File: config.mk
export PLATFORM = sky130hd
export DESIGN_NAME = btn_debounce_flat
export DESIGN_NICKNAME = d
export VERILOG_FILES = /design/src/rtl/btn_debounce_pkg.sv /design/src/rtl/btn_debounce_if.sv /design/src/rtl/btn_debounce_ch.sv /design/src/rtl/btn_debounce.sv /design/src/flat_wrapper.sv
export SDC_FILE = /design/constraint.sdc
export NUM_CORES = 1
export LEC_CHECK = 0
export BUFFER_PORTS_ARGS = -buffer_cell sky130_fd_sc_hd__buf_2
export CAP_MARGIN = 20
export CORE_MARGIN = 10
export CORE_UTILIZATION = 50
export DETAILED_ROUTE_END_ITERATION = 7
export PLACE_DENSITY = 0.71
export SETUP_SLACK_MARGIN = 0.5
export SYNTH_ARGS = -nofsm -noshare
export SYNTH_HDL_FRONTEND = slang
export SYNTH_SLANG_ARGS = --single-unit
export TNS_END_PERCENT = 20
File: constraint.sdc
create_clock -name clk -period 3 [get_ports clk]
set_clock_uncertainty 0.2 [all_clocks]
set_input_delay 0.3 -clock clk [delete_from_list [all_inputs] [get_ports clk]]
set_output_delay 0.3 -clock clk [all_outputs]
set_load 0.03 [all_outputs]
File: src/rtl/btn_debounce_pkg.sv
// btn_debounce_pkg: button index map, channel count and default debounce length
// shared by the debouncer and the button-to-joystick mapper.
`default_nettype none

package btn_debounce_pkg;

  localparam int NUM_BTN                 = 5;
  localparam int DEBOUNCE_CYCLES_DEFAULT = 280000;  // 10 ms at 28 MHz

  // Bit positions inside every button vector: {c,u,d,l,r} = [4:0]
  localparam int BTN_R = 0;
  localparam int BTN_L = 1;
  localparam int BTN_D = 2;
  localparam int BTN_U = 3;
  localparam int BTN_C = 4;

  typedef logic [NUM_BTN-1:0] btn_vec_t;

endpackage

`default_nettype wire

File: src/rtl/btn_debounce_if.sv
// btn_debounce_if: raw pad levels in, debounced levels and press/release strobes out.
`default_nettype none

interface btn_debounce_if;
  import btn_debounce_pkg::*;

  btn_vec_t btn_raw;
  btn_vec_t btn_db;
  btn_vec_t btn_press;
  btn_vec_t btn_release;

  modport master (
    output btn_raw,
    input  btn_db,
    input  btn_press,
    input  btn_release
  );

  modport slave (
    input  btn_raw,
    output btn_db,
    output btn_press,
    output btn_release
  );

endinterface

`default_nettype wire

File: src/rtl/btn_debounce_ch.sv
// btn_debounce_ch: one button channel - 2-flop synchroniser, stable-level counter,
// accepted level and registered press/release strobes.
`default_nettype none

module btn_debounce_ch #(
  parameter int DEBOUNCE_CYCLES = 280000
) (
  input  logic clk,
  input  logic reset,
  input  logic raw,
  output logic db,
  output logic press,
  output logic rel
);

  localparam int                   CNT_W = $clog2(DEBOUNCE_CYCLES);
  localparam logic [CNT_W-1:0]     LAST  = CNT_W'(DEBOUNCE_CYCLES - 1);

  logic             sync1;
  logic             sync2;
  logic             state;
  logic [CNT_W-1:0] cnt;

  always_ff @(posedge clk or negedge reset) begin
    if (!reset) begin
      sync1 <= 1'b0;
      sync2 <= 1'b0;
      state <= 1'b0;
      cnt   <= '0;
      press <= 1'b0;
      rel   <= 1'b0;
    end else begin
      sync1 <= raw;
      sync2 <= sync1;
      press <= 1'b0;
      rel   <= 1'b0;
      // Any agreement with the accepted level discards all progress so far
      if (sync2 == state) begin
        cnt <= '0;
      end else if (cnt == LAST) begin
        state <= sync2;
        cnt   <= '0;
        press <= sync2;
        rel   <= ~sync2;
      end else begin
        cnt <= cnt + CNT_W'(1);
      end
    end
  end

  assign db = state;

endmodule

`default_nettype wire

File: src/rtl/btn_debounce.sv
// btn_debounce: NUM_BTN independent debounce channels feeding the joystick mapper
// levels and the menu/OSD press/release strobes.
`default_nettype none

module btn_debounce
  import btn_debounce_pkg::*;
#(
  parameter int DEBOUNCE_CYCLES = DEBOUNCE_CYCLES_DEFAULT
) (
  input  logic            clk,
  input  logic            reset,
  btn_debounce_if.slave   bus
);

  btn_vec_t db_vec;
  btn_vec_t press_vec;
  btn_vec_t rel_vec;

  for (genvar i = 0; i < NUM_BTN; i++) begin : g_ch
    btn_debounce_ch #(
      .DEBOUNCE_CYCLES(DEBOUNCE_CYCLES)
    ) u_ch (
      .clk   (clk),
      .reset (reset),
      .raw   (bus.btn_raw[i]),
      .db    (db_vec[i]),
      .press (press_vec[i]),
      .rel   (rel_vec[i])
    );
  end

  assign bus.btn_db      = db_vec;
  assign bus.btn_press   = press_vec;
  assign bus.btn_release = rel_vec;

endmodule

`default_nettype wire

File: src/flat_wrapper.sv
// flat-port wrapper written by rule: the top's interface ports become plain ports
module btn_debounce_flat import btn_debounce_pkg::*;
#(
  parameter int DEBOUNCE_CYCLES = DEBOUNCE_CYCLES_DEFAULT
)
  (clk, reset, bus_btn_raw, bus_btn_db, bus_btn_press, bus_btn_release);
  btn_debounce_if bus_i ();
  input  logic clk;
  input  logic reset;
  input wire logic [$bits(bus_i.btn_raw)-1:0] bus_btn_raw;
  output wire logic [$bits(bus_i.btn_db)-1:0] bus_btn_db;
  output wire logic [$bits(bus_i.btn_press)-1:0] bus_btn_press;
  output wire logic [$bits(bus_i.btn_release)-1:0] bus_btn_release;
  assign bus_i.btn_raw = bus_btn_raw;
  assign bus_btn_db = bus_i.btn_db;
  assign bus_btn_press = bus_i.btn_press;
  assign bus_btn_release = bus_i.btn_release;
  btn_debounce #(.DEBOUNCE_CYCLES(DEBOUNCE_CYCLES)) u_core (.clk(clk), .reset(reset), .bus(bus_i));
endmodule
Yosys cells after proc, flatten, opt, wreduce, memory -nomap -nowiden
Cells that the tools add are included.
{"block": "word_totals", "inputBits": 7, "register_bits": 120, "out_inout_bits": 15}
{"block": "classes", "n_mux": 30, "n_bitwise": 10, "addsub": 5, "n_reduce_logical": 5, "n_eq_ne": 10}
{"operator": "two-way mux 19 bit", "n": 10}
{"operator": "adder 19 x 1 -> 19 bit, second input constant", "n": 5}
{"operator": "== test 19 bit, second input constant", "n": 5}
{"operator": "two-way mux 1 bit", "n": 20}
{"operator": "NOT 1 bit", "n": 10}
{"operator": "AND reduction 2 bit", "n": 5}
{"operator": "== test 1 bit", "n": 5}

Longest topological paths before layout
Gate-level depths: netlist of the first run.
{"block": "logic_depth", "depth_word": 3, "mapped_depth": 7, "ltp_nobuf": 5}

Modules after synthesis
Synthesis of the first run repeated with hierarchy kept, for this count alone.
{"block": "hier_totals", "cells_unflattened": 535, "hier_area_um2": 5624.1}
{"module": "btn_debounce_ch", "area_per_inst_um2": 1124.8, "seq_area_each_um2": 600.6, "instances": 5, "cells_per_inst": 107}

Worst setup path after synthesis of the first run
Ideal clock, no wire load.
{"block": "synth_timing", "path_kind": "reg2reg", "startpoint": "register u_core.g_ch[4].u_ch.cnt[0]", "endpoint": "register u_core.g_ch[4].u_ch.cnt[10]", "synth_period_minus_slack_ns": 2.074, "slack_ns": 0.926, "path_stages_with_launch": 6, "t_arrival_ns": 1.752, "n_path_buf": 1, "t_required_ns": 2.678, "path_cell_list": "dfrtp_1 -> ha_1 -> nand3_1 -> o41ai_2 -> buf_2 -> nor2_1"}
{"block": "synth_via", "elab_chain_cells": 3, "word_cells_on_any_way": 4, "cone_classes": "add/sub: 1; eq/ne: 1; mux: 2"}
{"item": "start: declaration", "line_no": "btn_debounce_ch.sv:22", "rtl": "logic [CNT_W-1:0] cnt;"}
{"item": "start signal: assignment", "line_no": "btn_debounce_ch.sv:46", "rtl": "cnt <= cnt + CNT_W'(1);"}
{"item": "adder 19 x 1 -> 19 bit or == test 19 bit (tied branches)", "line_no": "btn_debounce_ch.sv:46, btn_debounce_ch.sv:40"}
{"item": "two-way mux 19 bit *", "line_no": "btn_debounce_ch.sv:40", "rtl": "end else if (cnt == LAST) begin"}
{"item": "two-way mux 19 bit *", "line_no": "btn_debounce_ch.sv:38", "rtl": "if (sync2 == state) begin"}
Every way passes the cells marked *; elsewhere a longest branch is shown, timed or not.
A chain may end at the register's enable or synchronous reset.

Worst setup path in the final report of the first run
{"block": "layout_timing", "startpoint": "register u_core.g_ch[2].u_ch.cnt[0]", "endpoint": "register u_core.g_ch[2].u_ch.state"}
{"block": "layout_via", "elab_chain_cells": 2}
{"item": "start: declaration", "line_no": "btn_debounce_ch.sv:22"}
{"item": "start signal: assignment", "line_no": "btn_debounce_ch.sv:46"}
{"item": "== test 19 bit", "line_no": "btn_debounce_ch.sv:40"}
{"item": "AND reduction 2 bit (no line)"}
{"item": "end signal: assignment", "line_no": "btn_debounce_ch.sv:41", "rtl": "state <= sync2;"}
{"item": "end: declaration", "line_no": "btn_debounce_ch.sv:21", "rtl": "logic state;"}
Every way passes these cells.

==> run metrics, run 1 <==
clk_lat worst skew slightly above 400 ps; total wire length 11000 um; Arr. time, crit path 2420 ps; Layout area overhead 13.9%; Clk pin slew, worst setup/hold paths 60 ps; syn avg cell area about 10 um2; GR Util All Layers ~15%; Ant. Diodes 0; Avg WL per Cell 14.8 um; Die H approximately 130 um; proportion of layout cells with a drive suffix above 1 11.9%; vias in the first global route approximately 4300; Remaining DRCs 0; Cell Pwr Density roughly 560 mW/mm2; Yosys top cell area share between 50% and 60%; CTS buffer count 17; Worst-Margin Slew 695 ps; Netlist cell types 42; routed vias 4139; max_slew headroom 53.6%; Final Hold Viols 0; TritonCTS Sinks 120; DR iter-0 viols approximately 270; Synth Instances 562; Adder-Cell Fraction of Synth Area 1.10%; H-Tree Depth 4; RePlAce Congestion 0.821; RSZ-0062 raised after global routing false; ys async rst share 100%; mux contribution to synthesized area 1.69%; count of state elements after synthesis 120; synthesized cell area about 0.0057 mm2; max_cap viols 0; Synth warnings 0; Die Width ~130 um; fmax 429 MHz; dpl hpwl ~7500 um; Final Cycle Share 77.8%; Fin Setup TNS 0 ps; largest net degree at the start of global routing between 50 and 60; crit-path max FO 8; vias per cell 5.57; status complete, no violations; Synth area leaders dfrtp_1 53%, xnor2_1 9.4%, nor2_1 6.4%; CTS tree yes; Worst Setup End Kind register; Rows 38; Worst IR Drop VDD between 0.5 and 0.6 mV; worst hold path class register to register; crit-path cells ha_1, nand3_1, nor4_1, nand2_1, mux2_1; Initial Util 51.9%; number of I/O port buffers 21; drt first pass iters 4; Post-DRT Antenna Nets 0; Final setup viols 0; Final Max Slew Viols 0; initial antenna violation count 0; Post-CTS Setup Inserts 0; CTS Buffer Depth 2; Commonest cells post-synth 120 x dfrtp_1, 98 x nor2_1, 61 x xnor2_1; GR Overflow Total 0; Synth Area in XOR/XNOR 12.0%; Syn Nets 574; # nets final 602; Die ar. 0.0161 mm2; Period minus WS final about 2300 ps; hold_ws 147 ps; sequential area share after synthesis 52.6%; combinational family with the most area after synthesis simple AND/OR/NAND/NOR gates; top-count cell post-synth dfrtp_1; Yosys top cell by area dfrtp_1; global-route wire length before repair 20000 um; Placeable Area 0.0110 mm2; slowest CP cell nor4_1; Critical Path Max Stage Delay 560 ps; io pins 22; compound-gate portion of the synthesized area 3.11%; clock root cell clkbuf_16; WS Path Type register to register; Critical Path RT 3090 ps; crit start category register; simple-gate share of the synthesized area 25.6%; most used flip-flop cell after synthesis dfrtp_1; Leak 0.00262 uW; Post-synth EDFFs 0; fillers 921
## metal layers
layer,wire [um],share of wire (%),GRT usage (%)
met2,5390,49,23.7
met5,0,0,0
met4,124,1.1,6.10
met3,388,3.5,5.41
met1,5080,46,17.7
## critical path: cells and delay by family (launching register included)
family,cells,cell delay (ps)
DFF,1,400
and+or+nand+nor,3,1040
muxes,1,350
adders and majority gates,1,220
## final timing paths
kind / endpoint / cells after the start / from / slack, ps
setup / recovery: u_core.g_ch[2].u_ch.db$_DFFE_PN0P_ / 5 / u_core.g_ch[2].u_ch.cnt[0]$_DFF_PN0_ / 670
hold / removal: u_core.g_ch[3].u_ch.sync2$_DFF_PN0_ / 0 / u_core.g_ch[3].u_ch.sync1$_DFF_PN0_ / 150
setup reg to reg: u_core.g_ch[2].u_ch.db$_DFFE_PN0P_ / 5 / u_core.g_ch[2].u_ch.cnt[0]$_DFF_PN0_ / 670
hold reg to reg: u_core.g_ch[3].u_ch.sync2$_DFF_PN0_ / 0 / u_core.g_ch[3].u_ch.sync1$_DFF_PN0_ / 150
max in group asynchronous: u_core.g_ch[0].u_ch.cnt[4]$_DFF_PN0_ / 3 / reset / 1570
min in group asynchronous: u_core.g_ch[4].u_ch.cnt[17]$_DFF_PN0_ / 2 / reset / 280
## where the power goes
part | switching (uW) | total [uW] | internal [uW]
Clock | 741 | 1880 | 1130
Combinational | 66.8 | 103 | 35.8
Sequential | 23.7 | 1670 | 1640
Total | 832 | 3650 | 2810
## flip-flops by register name, indices dropped and copies added (netlist names)
register / cells
u_core.g_ch.u_ch.sync1: 5
u_core.g_ch.u_ch.sync2: 5
u_core.g_ch.u_ch.rel: 5
u_core.g_ch.u_ch.press: 5
u_core.g_ch.u_ch.cnt: 95
u_core.g_ch.u_ch.db: 5
## through the flow
stage | power (uW) | cell area (um2) | cells | worst slack (ps) | utilization (%)
after floorplan | 1730 | 5700 | 562 | 926 | -
after global placement | 1790 | 5880 | 705 | 836 | 53.6
after detailed placement | 1790 | 5880 | 705 | 732 | 53.6
after CTS | 3680 | 6500 | 743 | 575 | 59.2
after global routing | 3780 | 6500 | 743 | 531 | 59.2
final | 3650 | 6500 | 743 | 666 | 59.2
## cells by family (layout without fill, tap and decap cells)
| family | Yosys count | count (layout) |
|---|---|---|
| AOI/OAI and AO/OA | 27 | 27 |
| xor gates and xnor gates | 78 | 78 |
| adders and majority gates | 5 | 5 |
| buffers and inverters | 42 | 83 |
| DFF | 120 | 120 |
| muxes | 9 | 9 |
| and+or+nand+nor | 281 | 281 |
## cells in the final DEF, fill, tap and decap left out, types with 5 or more instances in the layout
cell	instances
xnor2_1	61
and3_1	7
nand3_1	34
nor3_1	20
nor3b_1	11
clkinv_2	5
nand2_1	23
clkbuf_16	17
nor2b_1	5
ha_1	5
nor2_1	98
a21oi_1	8
inv_1	15
buf_4	9
or3_1	11
nor4_1	25
nand4_1	28
dfrtp_1	120
o21ai_0	10
dlygate4sd3_1	6
xor2_1	17
buf_2	20
## what timing repair did
item,CTS,global route
hold buffers,6,0
hold endpoints to repair,56,0
endpoints found under the setup margin,0,16
resized for setup,0,1
## layout make-up
type / count / area, um2 / share of cell area, %
timing repair buffer: 35 / 228 / 3.50
inverter: 16 / 60.1 / 0.924
tap: 140 / 175 / 2.70
clock inverter: 15 / 129 / 1.98
sequential: 120 / 3000 / 46.2
clock buffer: 17 / 425 / 6.55
multi-input combinational: 400 / 2480 / 38.1
No activity file was read; power rests on OpenSTA's default activity.
==> inputs of run 2 (changes only) <==
==> constraint.sdc (replaced) <==
create_clock -name clk -period 2.2 [get_ports clk]
set_clock_uncertainty 0.2 [all_clocks]
set_input_delay 0.22 -clock clk [delete_from_list [all_inputs] [get_ports clk]]
set_output_delay 0.22 -clock clk [all_outputs]
set_load 0.03 [all_outputs]
==> run metrics, run 2 (same netlist as run 1, synthesis figures left out) <==
Reg-to-Reg End u_core.g_ch[2].u_ch.db$_DFFE_PN0P_; status complete, no violations; number of I/O port buffers 21 (unchanged); Cell Pwr Density 728 mW/mm2 (+30%); Critical Path RT 2300 ps (-790 ps); Worst-Margin Slew 625 ps (-70.4 ps); internal power 4420 uW (+57%); Remaining DRCs 0 (unchanged); R2R Path Start u_core.g_ch[2].u_ch.cnt[9]$_DFF_PN0_; Fin Setup TNS 0 ps (unchanged); Critical Path Max Stage Delay 500 ps (-60 ps); crit-path cells or4_4, nor4b_4, nand2_2, mux2_4; final core area utilization 68.8% (+9.6 points); register area 0.00301 mm2 (+0.37%); Layout area overhead 32.5%; Final setup viols 0 (unchanged); max_slew headroom 58.3% (+4.7 points); largest net degree at the start of global routing 121 (+120%); Final Power 5500 uW (+51%); clock power share 54.8% (+3.3 points); Placeable Area 0.0110 mm2 (unchanged); Arr. time, crit path 2060 ps (-360 ps); proportion of layout cells with a drive suffix above 1 29.6% (+18 points); Hold Crit Endpoint u_core.g_ch[0].u_ch.sync2$_DFF_PN0_; worst hold path class register to register; RePlAce Congestion 0.856 (+4.3%); CTS buffer count 17 (unchanged); GR Overflow Total 0 (unchanged); initial antenna violation count 0 (unchanged); sequential power share 41.5% (-4.2 points); launch point of the worst path u_core.g_ch[2].u_ch.cnt[9]$_DFF_PN0_; GR Util All Layers 15.6% (+0.74 points); vias per cell 5.59 (+0.37%); pre-CTS setup slack 122 ps (-610 ps); routed vias 4529 (+9.4%); Period minus WS final 1970 ps (-367 ps); drt first pass iters 4 (unchanged); WS Path Type register to register; global-route wire length before repair 21000 um (+5.0%); Avg WL per Cell 15.7 um (+5.9%); fin area 0.00756 mm2 (+16%); crit start category register; net switching power 1080 uW (+30%); Die ar. 0.0161 mm2 (unchanged); Worst Setup End Kind register; max_cap viols 0 (unchanged); Post-DRT Antenna Nets 0 (unchanged); Switching Fraction 19.6% (-3.2 points); crit-path max FO 4 (-4); placed cell areas 0.00602 mm2 (+2.4%); slowest CP cell or4_4; Final Hold Viols 0 (unchanged); most frequent cells in the layout 111 x dfrtp_1, 89 x nor2_1, 69 x buf_4; worst hold path stage count 0 (unchanged); io pins 22 (unchanged); RSZ-0062 raised after global routing true; fillers 780 (-15%); Comb power frac 3.7% (+0.9 points); Final Cycle Share 89.4% (+12 points); H-Tree Depth 4 (unchanged); final setup margin 234 ps (-433 ps); CTS tree yes; Clk pin slew, worst setup/hold paths 50 ps (about the same); Worst IR Drop VDD 0.669 mV (+33%); fmax 509 MHz (+19%); worst hold start u_core.g_ch[0].u_ch.sync1$_DFF_PN0_; area occupied by multi-input gates 0.00288 mm2 (+16%); DR iter-0 viols 274 (+0.74%); commonest non-fill, non-tap cell in the layout dfrtp_1; dpl hpwl 7220 um (-3.9%); Final Max Slew Viols 0 (unchanged); Initial Util 51.9% (unchanged); total wire length 12700 um (+15%); Rows 38 (unchanged); max reg flops 95 (unchanged); clock root cell clkbuf_16; CTS Buffer Depth 2 (unchanged); Ant. Diodes 0 (unchanged); clk_lat worst skew 410 ps (about the same); Leak 0.00307 uW (+17%); Die H 127 um (unchanged); TritonCTS Sinks 120 (unchanged); # nets final 670 (+11%); Buffers & Inverters on Critical Path 0 (unchanged); crit-path leading delay family simple AND/OR/NAND/NOR gates; Worst R2R Path Depth 4 (-1); largest reg by FF count u_core.g_ch.u_ch.cnt; vias in the first global route 4473 (+4.4%); Die Width 127 um (unchanged); reg2reg setup slack 230 ps (-430 ps)
-- run 2: cell count changes in the layout (fill, tap and decap cells not counted), moves of 7 or more --
| cell | delta |
|---|---|
| buf_4 | +60 |
| dfrtp_1 | -9 |
| dfrtp_2 | +9 |
| nand3_1 | -9 |
| nor2_1 | -9 |
| nor2_2 | +7 |
| nor4_1 | -7 |
-- run 2: power groups by stage --
stage | registers [uW] | logic (uW) | clock network [uW]
finish | 2280 | 205 | 3010
global route | 2280 | 232 | 3160
CTS | 2280 | 184 | 3060
detailed placement | 2310 | 143 | 0
global placement | 2310 | 141 | 0
floorplan | 2300 | 67.2 | 0
-- run 2: worst max-delay path by stage --
stage,endpoint,cells after the start
2_1_floorplan,u_core.g_ch[2].u_ch.db$_DFFE_PN0P_,4
3_3_place_gp,u_core.g_ch[2].u_ch.db$_DFFE_PN0P_,4
3_5_place_dp,u_core.g_ch[2].u_ch.db$_DFFE_PN0P_,4
4_1_cts,u_core.g_ch[2].u_ch.db$_DFFE_PN0P_,4
5_1_grt,u_core.g_ch[2].u_ch.cnt[18]$_DFF_PN0_,5
6_report,u_core.g_ch[2].u_ch.db$_DFFE_PN0P_,4
-- run 2: per-layer routing --
layer	wire (um)	track usage [%]
met2	6470	26.5
met4	140	4.62
met5	0	0
met1	5520	18.2
met3	550	5.12
-- run 2: metrics by stage --
stage	hold slack [ps]	instances
after floorplan	-276	562
after global placement	130	712
after detailed placement	130	712
after CTS	152	784
after global routing	158	810
final	152	810
-- run 2: what timing repair did --
action	4_1_cts	5_1_grt
gates cloned	0	1
gates resized for setup	35	43
pin swaps	13	15
endpoints found under the setup margin	94	108
hold endpoints to repair	125	0
hold buffers	6	0
setup buffers	35	25
-- run 2: layout make-up --
cell class	count	area share [%]
clock buffer	22	6.28
clock inverter	9	2.25
inverter	16	0.795
multi-input combinational	400	38.1
sequential	120	39.9
tap	140	2.32
timing repair buffer	103	10.4
